**config.mk**
```make
export PLATFORM = sky130hd
export DESIGN_NAME = if_id_stage
export DESIGN_NICKNAME = d
export VERILOG_FILES = /design/src/rtl/if_id_stage.sv
export SDC_FILE = /design/constraint.sdc
export NUM_CORES = 1
export LEC_CHECK = 0
export ABC_AREA = 1
export CORE_ASPECT_RATIO = 1.4
export CORE_MARGIN = 10
export CORE_UTILIZATION = 43
export CTS_CLUSTER_SIZE = 14
export DETAILED_ROUTE_END_ITERATION = 16
export GPL_TIMING_DRIVEN = 0
export HOLD_SLACK_MARGIN = 0.1
export PLACE_DENSITY = 0.78
export SETUP_SLACK_MARGIN = 0.4
export SKIP_CTS_REPAIR_TIMING = 1
export SYNTH_ARGS = -nofsm -noshare
export SYNTH_HDL_FRONTEND = slang
export SYNTH_SLANG_ARGS = --single-unit
```
**constraint.sdc**
```tcl
create_clock -name clk -period 1.95 [get_ports clk]
set_clock_uncertainty 0.15 [all_clocks]
set_input_delay 0.2925 -clock clk [delete_from_list [all_inputs] [get_ports clk]]
set_output_delay 0.2925 -clock clk [all_outputs]
set_load 0.01 [all_outputs]
```
**src/rtl/if_id_stage.sv**
```systemverilog
// IF/ID pipeline stage: 2-entry skid buffer between fetch and decode.
// The head entry drives the decoded field outputs; the skid entry absorbs one word of backpressure.
module if_id_stage #(
    parameter int DATA_W = 32,
    parameter int IMM_W  = 16
) (
    input  logic              clk,
    input  logic              rst,
    input  logic              in_valid,
    output logic              in_ready,
    input  logic [DATA_W-1:0] in_instr,
    input  logic [DATA_W-1:0] in_pc,
    input  logic              flush,
    output logic              out_valid,
    input  logic              out_ready,
    output logic [DATA_W-1:0] out_instr,
    output logic [DATA_W-1:0] out_pc_plus4,
    output logic [5:0]        out_opcode,
    output logic [4:0]        out_rs,
    output logic [4:0]        out_rt,
    output logic [4:0]        out_rd,
    output logic [4:0]        out_shamt,
    output logic [5:0]        out_funct,
    output logic [IMM_W-1:0]  out_imm,
    output logic [25:0]       out_jaddr
);

    typedef enum logic [1:0] {EMPTY = 2'd0, HALF = 2'd1, FULL = 2'd2} state_t;

    state_t            state_q, state_d;
    logic [DATA_W-1:0] head_instr_q, head_instr_d;
    logic [DATA_W-1:0] head_pc4_q, head_pc4_d;
    logic [DATA_W-1:0] skid_instr_q, skid_instr_d;
    logic [DATA_W-1:0] skid_pc4_q, skid_pc4_d;
    logic [DATA_W-1:0] in_pc4;
    logic              xfer_in;
    logic              xfer_out;

    assign in_pc4   = in_pc + DATA_W'(4);
    assign xfer_in  = in_valid & in_ready;
    assign xfer_out = out_valid & out_ready;

    always_ff @(posedge clk) begin
        if (rst) begin
            state_q      <= EMPTY;
            head_instr_q <= '0;
            head_pc4_q   <= '0;
            skid_instr_q <= '0;
            skid_pc4_q   <= '0;
        end else begin
            state_q      <= state_d;
            head_instr_q <= head_instr_d;
            head_pc4_q   <= head_pc4_d;
            skid_instr_q <= skid_instr_d;
            skid_pc4_q   <= skid_pc4_d;
        end
    end

    always_comb begin
        state_d      = state_q;
        head_instr_d = head_instr_q;
        head_pc4_d   = head_pc4_q;
        skid_instr_d = skid_instr_q;
        skid_pc4_d   = skid_pc4_q;
        case (state_q)
            EMPTY: begin
                if (xfer_in) begin
                    head_instr_d = in_instr;
                    head_pc4_d   = in_pc4;
                    state_d      = HALF;
                end
            end
            HALF: begin
                if (xfer_in && !xfer_out) begin
                    skid_instr_d = in_instr;
                    skid_pc4_d   = in_pc4;
                    state_d      = FULL;
                end else if (xfer_in && xfer_out) begin
                    head_instr_d = in_instr;
                    head_pc4_d   = in_pc4;
                end else if (xfer_out) begin
                    state_d = EMPTY;
                end
            end
            FULL: begin
                if (xfer_out) begin
                    head_instr_d = skid_instr_q;
                    head_pc4_d   = skid_pc4_q;
                    state_d      = HALF;
                end
            end
            default: state_d = EMPTY;
        endcase
        // A taken branch discards everything held plus the word offered alongside it.
        if (flush) begin
            state_d      = EMPTY;
            head_instr_d = head_instr_q;
            head_pc4_d   = head_pc4_q;
            skid_instr_d = skid_instr_q;
            skid_pc4_d   = skid_pc4_q;
        end
    end

    always_comb begin
        in_ready  = (state_q != FULL) && !rst;
        out_valid = (state_q == HALF) || (state_q == FULL);
    end

    assign out_instr    = head_instr_q;
    assign out_pc_plus4 = head_pc4_q;
    assign out_opcode   = head_instr_q[31:26];
    assign out_rs       = head_instr_q[25:21];
    assign out_rt       = head_instr_q[20:16];
    assign out_rd       = head_instr_q[15:11];
    assign out_shamt    = head_instr_q[10:6];
    assign out_funct    = head_instr_q[5:0];
    assign out_imm      = head_instr_q[IMM_W-1:0];
    assign out_jaddr    = head_instr_q[25:0];

endmodule

```
# --- Yosys cells after proc, flatten, opt, wreduce, memory -nomap -nowiden ---
# Index checks and enable logic that the tools add are counted.
op_classes:
  n_reduce_logical: 12
  shift: 0
  n_lt_le_gt_ge: 0
  eq_ne: 9
  muxes: 16
  div: 0
  n_bitwise: 3
  n_mul: 0
  add_sub_neg: 1
ops:
  columns: ["op", "n"]
  rows:
  - ["$mux 32", 8]
  - ["$pmux 32 s3", 2]
  - ["$add 32x3->32 const B", 1]
  - ["$mux 2", 5]
  - ["$ne 2x2->1 const B", 5]
  - ["$ne 3x3->1 const B", 2]
  - ["$pmux 2 s3", 1]
  - ["$reduce_and 6->1", 1]
  - ["$reduce_and 4->1", 1]
  - ["$logic_and 1x1->1", 3]
  - ["$reduce_and 3->1", 1]
  - ["$reduce_bool 3->1", 1]
  - ["$and 1x1->1", 2]
  - ["$eq 2x1->1 const B", 1]
  - ["$eq 2x2->1 const B", 1]
  - ["$logic_not 1->1", 2]
  - ["$logic_not 2->1", 1]
  - ["$reduce_or 2->1", 1]
  - ["$logic_or 1x1->1", 1]
  - ["$not 1->1", 1]
word_totals:
  mem_bits_ro: 0
  elab_cells: 46
  inputBits: 69
  reg_bits: 130
  n_memories: 0
  ram_bits: 0
  latch_bits: 0

# --- Logic depth before layout (Yosys ltp) ---
# Gate-level depths: netlist of run 1.
logic_depth:
  ltp_word: 7
  depth_mapped: 12
  mapped_depth_nobuf: 11

# --- Least setup slack after synthesis of run 1 ---
# No wires, ideal clock.
synth_timing:
  kind: "register to register"
  from: "reg state_q[0]"
  to: "reg head_pc4_q[2], in the netlist out_pc_plus4[2]"
  period_less_slack_ns: 2.001
  t_arrival_ns: 1.738
  path_stages_with_launch: 12
  path_slack_ns: -0.051
  n_path_buf: 3
  setup_time_ns: 0.113
  required_ns: 1.687
  path_cell_list: "dfxtp_1 > inv_1 > ha_1 > buf_6 > nor2_4 > nand2_4 > a21oi_4 > nand3_4 > buf_6 > buf_2 > o21ai_1 > nor2_1"
synth_lines:
  columns: ["element", "line", "source"]
  rows:
  - ["from (decl)", "30", "state_t state_q, state_d;"]
  - ["from (signal assigned)", "51", "state_q <= state_d;"]
  - ["$ne 2x2->1 *", "105", "in_ready = (state_q != FULL) && !rst;"]
  - ["$logic_and 1x1->1 *", "105", null]
  - ["net in_ready", "10", "output logic in_ready,"]
  - ["$and 1x1->1 *", "40", "assign xfer_in = in_valid & in_ready;"]
  - ["$logic_and 1x1->1, on equally long branches", "78, 74", null]
  - ["$ne 2x2->1 (no source line)", null, null]
  - ["$reduce_and 6->1 (no source line) *", null, null]
  - ["to (signal assigned)", "53", "head_pc4_q <= head_pc4_d;"]
  - ["to (decl)", "32", "logic [DATA_W-1:0] head_pc4_q, head_pc4_d;"]
# Mark *: on every way through the listed nets, which the timed path passes. The rest lies on a longest branch.
# A chain may end at the register's enable or synchronous reset.

# --- Final worst setup path of run 1 ---
layout_timing:
  from: "reg state_q[0]"
  to: "reg skid_pc4_q[11]"
layout_via:
  elab_chain_cells: 6
layout_rtl:
  columns: ["element", "line", "source"]
  rows:
  - ["$eq 2x1->1 or $eq 2x2->1 (tied branches)", "65, 106", null]
  - ["$logic_or 1x1->1", "106", "out_valid = (state_q == HALF) || (state_q == FULL);"]
  - ["$and 1x1->1", "41", "assign xfer_out = out_valid & out_ready;"]
  - ["$logic_not 1->1", "74", "if (xfer_in && !xfer_out) begin"]
  - ["$logic_and 1x1->1", "74", null]
  - ["$reduce_and 3->1 (no source line) *", null, null]
  - ["to (signal assigned)", "55", "skid_pc4_q <= skid_pc4_d;"]
  - ["to (decl)", "34", "logic [DATA_W-1:0] skid_pc4_q, skid_pc4_d;"]
# Every way passes the cells marked *; elsewhere a longest branch is shown, timed or not.

==> results of run 1 <==
-- sequential cells by signal, indices dropped and copies added (netlist names) --
name,flops
state_q,2
out_pc_plus4,32
skid_instr_q,32
out_instr,32
skid_pc4_q,32
-- cell families (layout without fill, tap and decap cells) --
logic type | Yosys count | in the layout | synth area share (%)
other | 0 | 1 | 0
buffers and inverters | 244 | 512 | 18.0
AND/OR/NAND/NOR | 465 | 465 | 26.5
flip-flops | 130 | 130 | 37.6
adder cells (fa/ha/maj) | 6 | 6 | 1.08
AO/OA/AOI/OAI | 204 | 204 | 15.0
XOR/XNOR | 14 | 14 | 1.77
-- worst register-to-register path, stage by stage (launching register included) --
cell and delay (ns):
dfxtp_4 0.39, inv_6 0.04, ha_4 0.15, buf_8 0.13, nor2_4 0.17, nand2_4 0.10, nor3_4 0.26, buf_12 0.19
buf_12 0.15, buf_8 0.13, nand2_2 0.07, o211ai_1 0.11, inv_1 0.08
-- cells in the final DEF, fill, tap and decap left out, drive strengths merged --
cell	netlist	final
nand2	235	235
nor2	204	204
o21ai	141	141
dlymetal6s2s	0	137
dfxtp	130	130
buf	98	118
inv	116	117
clkdlybuf4s50	0	69
a21oi	60	60
clkbuf	29	58
nand3	14	14
xor2	10	10
nand3b	7	7
ha	6	6
xnor2	4	4
clkinvlp	0	4
bufinv	0	4
clkinv	1	4
nor3	3	3
diode	0	1
nand4	1	1
and2	1	1
a21o	1	1
o211ai	1	1
o21a	1	1
dlygate4sd3	0	1
-- layer usage --
metal / up-vias / share of wire [%] / track usage (%)
met1: 3562 / 37 / 20.4
met2: 274 / 53 / 36.9
li1: 3735 / - / -
met3: 71 / 5.2 / 5.04
met5: - / 0 / 0
met4: 0 / 4.1 / 7.30
-- power by group --
| group | leakage, nW | internal [mW] | switching (mW) | total, mW |
|---|---|---|---|---|
| sequential | 1.07 | 2.78 | 0.0915 | 2.87 |
| combinational | 5.92 | 0.832 | 0.742 | 1.57 |
| clock | 0.293 | 2.18 | 1.23 | 3.41 |
-- layout make-up --
| cell class | instances | area share, % |
|---|---|---|
| Clock inverter | 12 | 1.56 |
| Timing Repair Buffer | 236 | 25.1 |
| Sequential cell | 130 | 22.8 |
| Tap cell | 196 | 2.11 |
| Buffer | 127 | 8.91 |
| Clock buffer | 20 | 3.84 |
| Inverter | 117 | 3.93 |
| Multi-Input combinational cell | 689 | 31.7 |
| Antenna cell | 1 | 0.0215 |
-- worst max-delay path by stage --
stage	slack, ns	cells past startpoint	startpoint	to
2_1_floorplan	0.06	11	state_q[0]	out_instr[19]
3_3_place_gp	-0.69	6	rst	out_pc_plus4[6]
3_5_place_dp	-0.70	6	rst	out_pc_plus4[6]
4_1_cts	-0.34	5	state_q[0]	in_ready
5_1_grt	-0.34	11	state_q[0]	out_pc_plus4[17]
6_report	-0.29	12	state_q[0]	skid_pc4_q[11]
==> results.cfg, run 1 <==
[yosys]
ys_warn_count = 0
yosysUniqueCellTypes = 30
synth_most_common_cell = nand2_1
synth_fp_nets = 1138
synthCells = 1063
synth_edf_count = 0
seq_area_frac_synth_pct = 37.6
synth.avg_cell_area_um2 = 6.51
yosys.area.top_type_share_pct = 37.6
ys_async_sr_fraction_pct = 0
ys_top_cells_by_area = dfxtp_1 38%, nand2_1 13%, nor2_1 11%
synth_seq_cells = 130
syn_area_um2 = 6920
synthTopCellsByCount = 234 x nand2_1, 203 x nor2_1, 134 x o21ai_0
ys.flop_type = dfxtp_1
synth.largest_area_cell = dfxtp_1

[timing]
maxSlewViolCount = 0
timing.hold.ws_ns = 0.260
setup_ws_ns = -0.291
max_freq_mhz = 446
final_hold_viol_count = 0
setup_tns_ns = -23.34
tightest_slew_ns = 0.882
setup_viol = 129
rsz0062_at_grt = yes
timing.final.crit_share_pct = 115
finalCriticalPeriod_ns = 2.24
slew_headroom_pct = 41.2

[critical_path]
r2r_end = skid_pc4_q[11]
ff2ff_setup_slack_ns = -0.29
worstReg2RegStart = state_q[0]
cp_top_family = buffers and inverters
cp.buffers_inverters = 6
arrival_ns = 2.38
slowest_stage = dfxtp_4
crit_chain = inv_6 > ha_4 > buf_8 > nor2_4 > nand2_4 > nor3_4 > buf_12 > buf_12 > buf_8 > nand2_2 > o211ai_1 > inv_1
crit_fanout = 7
reg2regPathDepth = 12
crit_type = reg -> reg
cp-end-kind = flop
max_stage_delay_ns = 0.39
cp-start-kind = flop
required_ns = 2.09

[floorplan]
row_count = 54
die_area_um2 = 21600
ios = 209
core_area_um2 = 15700
start_util_pct = 44.1
die_w_um = 127
die_h_um = 170

[global_route]
grt_max_degree = 17
track_usage_pct = 19.7
gr-total-overflow = 0
grt_pass1_vias = 6911
grt_antenna_before_repair = 1
grt_pass1_wl_um = 34900

[placed_design]
dp.cells = 1467
gp_congestion = 0.892
port_buffers = 208
dpl_cell_area_um2 = 9430
place_ws_ns = -0.698
dp_hpwl_um = 17400

[drt]
drt-initial-drc-count = 433
antenna_left = 0
vias = 7642
vias_per_cell = 5.00
wl_um = 25800
dr.pass1.iters = 5
drc_errors = 0
wire_per_inst_um = 16.9

[worst_hold_path]
min_from = in_pc[2]
hold_end = out_pc_plus4[2]
hp-class = in -> reg
min_path_cells = 4

[clocking]
ctsLongestPathBuffers = 2
cts_tree = yes
numCtsBuffers = 17
clock_sinks = 130
cts.htree.levels = 4
cts.clk_slew.worst_paths_ns = 0.06
root_buffer = clkbuf_16
insertion_delay_ns = 0.42

[final_layout]
multi_input_area_um2 = 3690
fin_util_pct = 74.2
seqCellArea_um2 = 2650
finalInstanceArea_um2 = 11600
nets = 1393
nFillCells = 1125
drive_gt1_share_pct = 26.3
fin_cells = 1528
syn2layout_area_growth_pct = 68.1

[pwr]
p_leak_nw = 7.28
p_total_mw = 7.85
ir_drop_mv = 0.519
power_density_nw_per_um2 = 675

[status]
status = finished, violations left
violations = setup timing

[job]
drv_cap = 0
Power figures use the tool's default switching activity.
==> run 2, diff against run 1 <==
Settings changed: GPL_ROUTABILITY_DRIVEN from default to 0, TNS_END_PERCENT from default to 5.
==> run 2 against run 1 <==
- the flow still finishes with violations (setup timing)
- worst hold slack better by 0.031 ns
- wire length down 14%
- worst setup slack better by 0.090 ns
- register-to-register slack better by 0.09 ns
- critical endpoint is now out_pc_plus4[20]
- sequential share of layout area up 2.7 points
- final area down 11%
- critical path type unchanged
- sequential cell count unchanged
- final cell count down 1.6%
- combinational power down 10%
- maximum frequency up 4.2%
- critical path depth down 1
==> results.cfg, run 2 (synthesized netlist as in run 1, its figures left out) <==
[status]
status = finished, violations left
violations = setup timing

[drt]
antenna_left = 0
wl_um = 22200
vias = 7155
drt-initial-drc-count = 365
wire_per_inst_um = 14.8
dr.pass1.iters = 4
drc_errors = 0
vias_per_cell = 4.76

[placed_design]
dp_hpwl_um = 16900
port_buffers = 208

[critical_path]
ff2ff_setup_slack_ns = -0.20
cp-end-kind = flop
slowest_stage = dfxtp_4
reg2regPathDepth = 11
crit_type = reg -> reg
crit_chain = inv_4 > ha_4 > buf_6 > nor2_4 > nand2_4 > a21oi_4 > nand3_4 > buf_8 > buf_6 > nor2_1 > a21oi_2
arrival_ns = 2.31
crit_fanout = 10
required_ns = 2.11
max_stage_delay_ns = 0.37
cp-start-kind = flop
cp_common_cell = buf_6

[floorplan]
core_area_um2 = 15700
die_area_um2 = 21600
ios = 209
die_w_um = 127
start_util_pct = 44.1
row_count = 54
die_h_um = 170

[global_route]
gr-total-overflow = 0
grt_max_degree = 17
grt_pass1_wl_um = 34500
grt_antenna_before_repair = 1
grt_pass1_vias = 6917
track_usage_pct = 19.4

[clocking]
ctsLongestPathBuffers = 2
clock_sinks = 130
root_buffer = clkbuf_16
cts_tree = yes
numCtsBuffers = 17
cts.clk_slew.worst_paths_ns = 0.06
insertion_delay_ns = 0.42
cts.htree.levels = 4

[job]
drv_cap = 0

[timing]
rsz0062_at_grt = yes
timing.final.crit_share_pct = 110
final_hold_viol_count = 0
timing.hold.ws_ns = 0.291
max_freq_mhz = 465
setup_viol = 117
setup_ws_ns = -0.202
finalCriticalPeriod_ns = 2.15
tightest_slew_ns = 0.631
maxSlewViolCount = 0
slew_headroom_pct = 58.0

[pwr]
ir_drop_mv = 0.527
power_density_nw_per_um2 = 748
p_leak_nw = 5.88
p_total_mw = 7.73

[final_layout]
nFillCells = 1378
layout_common_cells = 232 x nand2_1, 193 x nor2_1, 129 x buf_4
nets = 1370
syn2layout_area_growth_pct = 49.3
drive_gt1_share_pct = 19.1
layout_commonest_cell = nand2_1

[worst_hold_path]
min_path_cells = 3
hp-class = in -> reg
## run 2: metrics by stage
step | TNS [ns] | area [um^2] | setup slack [ns] | util [%] | cells
2_1_floorplan | 0 | 6980 | 0.0578 | - | 1063
3_3_place_gp | -56.25 | 9310 | -0.563 | 59.4 | 1467
3_5_place_dp | -58.36 | 9310 | -0.635 | 59.4 | 1467
4_1_cts | -30.21 | 9940 | -0.387 | 63.4 | 1497
5_1_grt | -21.23 | 10300 | -0.275 | 65.9 | 1503
6_report | -7.00 | 10300 | -0.202 | 65.9 | 1503
## run 2: final cells by class
| type | count | area [um^2] | area share (%) |
|---|---|---|---|
| buffer | 127 | 958 | 9.28 |
| sequential | 130 | 2630 | 25.4 |
| antenna | 1 | 2.50 | 0.0242 |
| clock inverter | 11 | 186 | 1.80 |
| multi-input combinational | 689 | 3240 | 31.4 |
| clock buffer | 19 | 443 | 4.29 |
| timing repair buffer | 213 | 2180 | 21.1 |
| tap | 196 | 245 | 2.37 |
| inverter | 117 | 447 | 4.32 |
## run 2: report_power, final
group	internal (mW)	switching (mW)
registers	2.78	0.0868
clock network	2.28	1.17
logic	0.753	0.660
total	5.81	1.92
## run 2: critical path, delay by kind of cell, from the launching register on
| family | cells | cell delay, ns |
|---|---|---|
| compound gates | 2 | 0.26 |
| fa+ha+maj | 1 | 0.15 |
| buf+inv | 4 | 0.51 |
| flops | 1 | 0.37 |
| simple gates | 4 | 0.58 |
## run 2: worst paths after layout
path,start,end
worst max-delay path,state_q[0],out_pc_plus4[20]
worst min-delay path,in_instr[19],skid_instr_q[19]
worst max register to register,state_q[0],out_pc_plus4[20]
worst min register to register,out_pc_plus4[3],out_pc_plus4[3]
## run 2: routing by layer
layer / wire length, um / up-vias / part of all wire (%) / track usage (%)
li1: - / 3682 / - / -
met1: 8700 / 3226 / 39 / 19.8
met5: 0 / - / 0 / 0
met4: 325 / 0 / 1.5 / 6.55
met2: 11900 / 221 / 54 / 36.9
met3: 1240 / 26 / 5.6 / 5.19
==> run 3, diff against run 2 <==
Settings changed: CORE_ASPECT_RATIO 1.4 to default, CORE_MARGIN 10 to 2, HOLD_SLACK_MARGIN 0.1 to 0.12.
==> run 3 against run 2 <==
- the flow still finishes with violations (setup timing)
- wire length down 5.2%
- final area up 1.2%
- via count increased by 2.3%
- first-iteration DRC count up 67%
- maximum frequency grew 5.4%
- register-to-register slack better by 0.11 ns
- total power rose by 2.0%
- worst setup slack improved by 0.11 ns
- die area fell by 21%
- critical path type unchanged
- largest cell class unchanged
- highest routed layer unchanged
==> results.cfg, run 3 (synthesized netlist as in run 1, its figures left out) <==
[status]
status = finished, violations left
violations = setup timing

[timing]
final_hold_viol_count = 0
setup_tns_ns = -2.28
maxSlewViolCount = 0
rsz0062_at_grt = yes
slew_headroom_pct = 57.8
setup_viol = 53
setup_ws_ns = -0.0912
timing.final.crit_share_pct = 105
tightest_slew_ns = 0.632
timing.hold.ws_ns = 0.280
finalCriticalPeriod_ns = 2.04
max_freq_mhz = 490

[critical_path]
required_ns = 2.12
max_stage_delay_ns = 0.36
reg2regPathDepth = 11
slowest_stage = dfxtp_4
crit_chain = inv_4 > ha_4 > buf_8 > nor2_4 > nand4_1 > nand2_2 > nand3_4 > buf_8 > buf_12 > o21ai_4 > nor2_2
cp-end-kind = flop
arrival_ns = 2.21
cp_top_family = simple AND/OR/NAND/NOR gates
crit_fanout = 10
cp.buffers_inverters = 4
worstReg2RegStart = state_q[0]
crit_type = reg -> reg
cp-start-kind = flop
ff2ff_setup_slack_ns = -0.09
cp_common_cell = buf_8
r2r_end = out_pc_plus4[6]

[clocking]
clock_sinks = 130
numCtsBuffers = 17
insertion_delay_ns = 0.42
ctsLongestPathBuffers = 2
cts_tree = yes
cts.clk_slew.worst_paths_ns = 0.06
root_buffer = clkbuf_16
cts.htree.levels = 4

[final_layout]
drive_gt1_share_pct = 20.7
fin_util_pct = 66.1
layout_common_cells = 230 x nand2_1, 189 x nor2_1, 137 x buf_4
multi_input_area_um2 = 3240
syn2layout_area_growth_pct = 51.1
diodes = 0
nFillCells = 1390
nets = 1374
layout_commonest_cell = nand2_1
seqCellArea_um2 = 2640

[floorplan]
die_h_um = 131
die_w_um = 131
row_count = 46
start_util_pct = 43.7
ios = 209
core_area_um2 = 15800
die_area_um2 = 17100

[global_route]
track_usage_pct = 23.7
gr-total-overflow = 0
grt_pass1_wl_um = 31700
grt_max_degree = 17
grt_antenna_before_repair = 0
grt_pass1_vias = 6376

[worst_hold_path]
min_path_cells = 3
min_from = in_instr[17]
hp-class = in -> reg
hold_end = skid_instr_q[17]

[job]
drv_cap = 0

[drt]
wl_um = 21000
vias_per_cell = 4.79
drc_errors = 0
antenna_left = 0
vias = 7317
wire_per_inst_um = 13.8
dr.pass1.iters = 5
drt-initial-drc-count = 608

[pwr]
p_leak_nw = 5.97
ir_drop_mv = 0.617
power_density_nw_per_um2 = 754

[placed_design]
port_buffers = 208
dp_hpwl_um = 15100
[run 3: cell types whose count changed in the layout (fill, tap and decap cells not counted), moves of 4 or more]
cell | previous run | this run
o21ai_0 | 98 | 109
buf_4 | 129 | 137
clkdlybuf4s50_1 | 99 | 91
o21ai_1 | 30 | 23
dfxtp_1 | 115 | 109
o21ai_2 | 13 | 8
dfxtp_2 | 12 | 16
nor2_1 | 193 | 189
[run 3: how the worst max path moves through the flow]
stage	endpoint	slack, ns	startpoint	cells past startpoint
after CTS	skid_pc4_q[15]	-0.42	state_q[1]	9
final	out_pc_plus4[6]	-0.09	state_q[0]	11
after global routing	out_pc_plus4[16]	-0.19	state_q[0]	12
after detailed placement	out_pc_plus4[6]	-0.56	rst	6
after global placement	out_pc_plus4[6]	-0.53	rst	6
after floorplan	out_instr[19]	0.06	state_q[0]	11
[run 3: through the flow]
stage | instance area [um^2] | setup WS [ns] | power [mW] | cells
floorplan | 6980 | 0.0578 | 3.59 | 1063
global placement | 9330 | -0.529 | 4.29 | 1487
detailed placement | 9330 | -0.564 | 4.32 | 1487
CTS | 10000 | -0.420 | 7.91 | 1519
global route | 10500 | -0.189 | 8.20 | 1528
finish | 10500 | -0.0912 | 7.88 | 1528
[run 3: layer usage]
metal / vias to the layer above / wire, um / global-route usage, %
met3: 36 / 1470 / 4.19
met1: 3301 / 8710 / 28.5
met4: 0 / 454 / 8.39
met2: 287 / 10400 / 42.4
li1: 3693 / - / -
met5: - / 0 / 0
[run 3: tightest hold or removal path, cell delays in order]
cell and delay, ns:
clkdlybuf4s50_1 0.39, inv_1 0.07, a21oi_1 0.05
[run 3: final cells by class]
class                   count  share of cell area [%]
multi-input cells         689                    31.0
plain buffers             127                    9.39
repair buffers            217                    21.0
well taps                 216                    2.58
clock inverters            12                    1.94
inverters                 117                    4.33
clock buffers              20                    4.48
flip-flops and latches    130                    25.3
[run 3: power by group]
group | leakage [nW] | internal, mW | switching [mW]
Clock | 0.325 | 2.38 | 1.22
Combinational | 4.57 | 0.759 | 0.655
Sequential | 1.07 | 2.78 | 0.0854
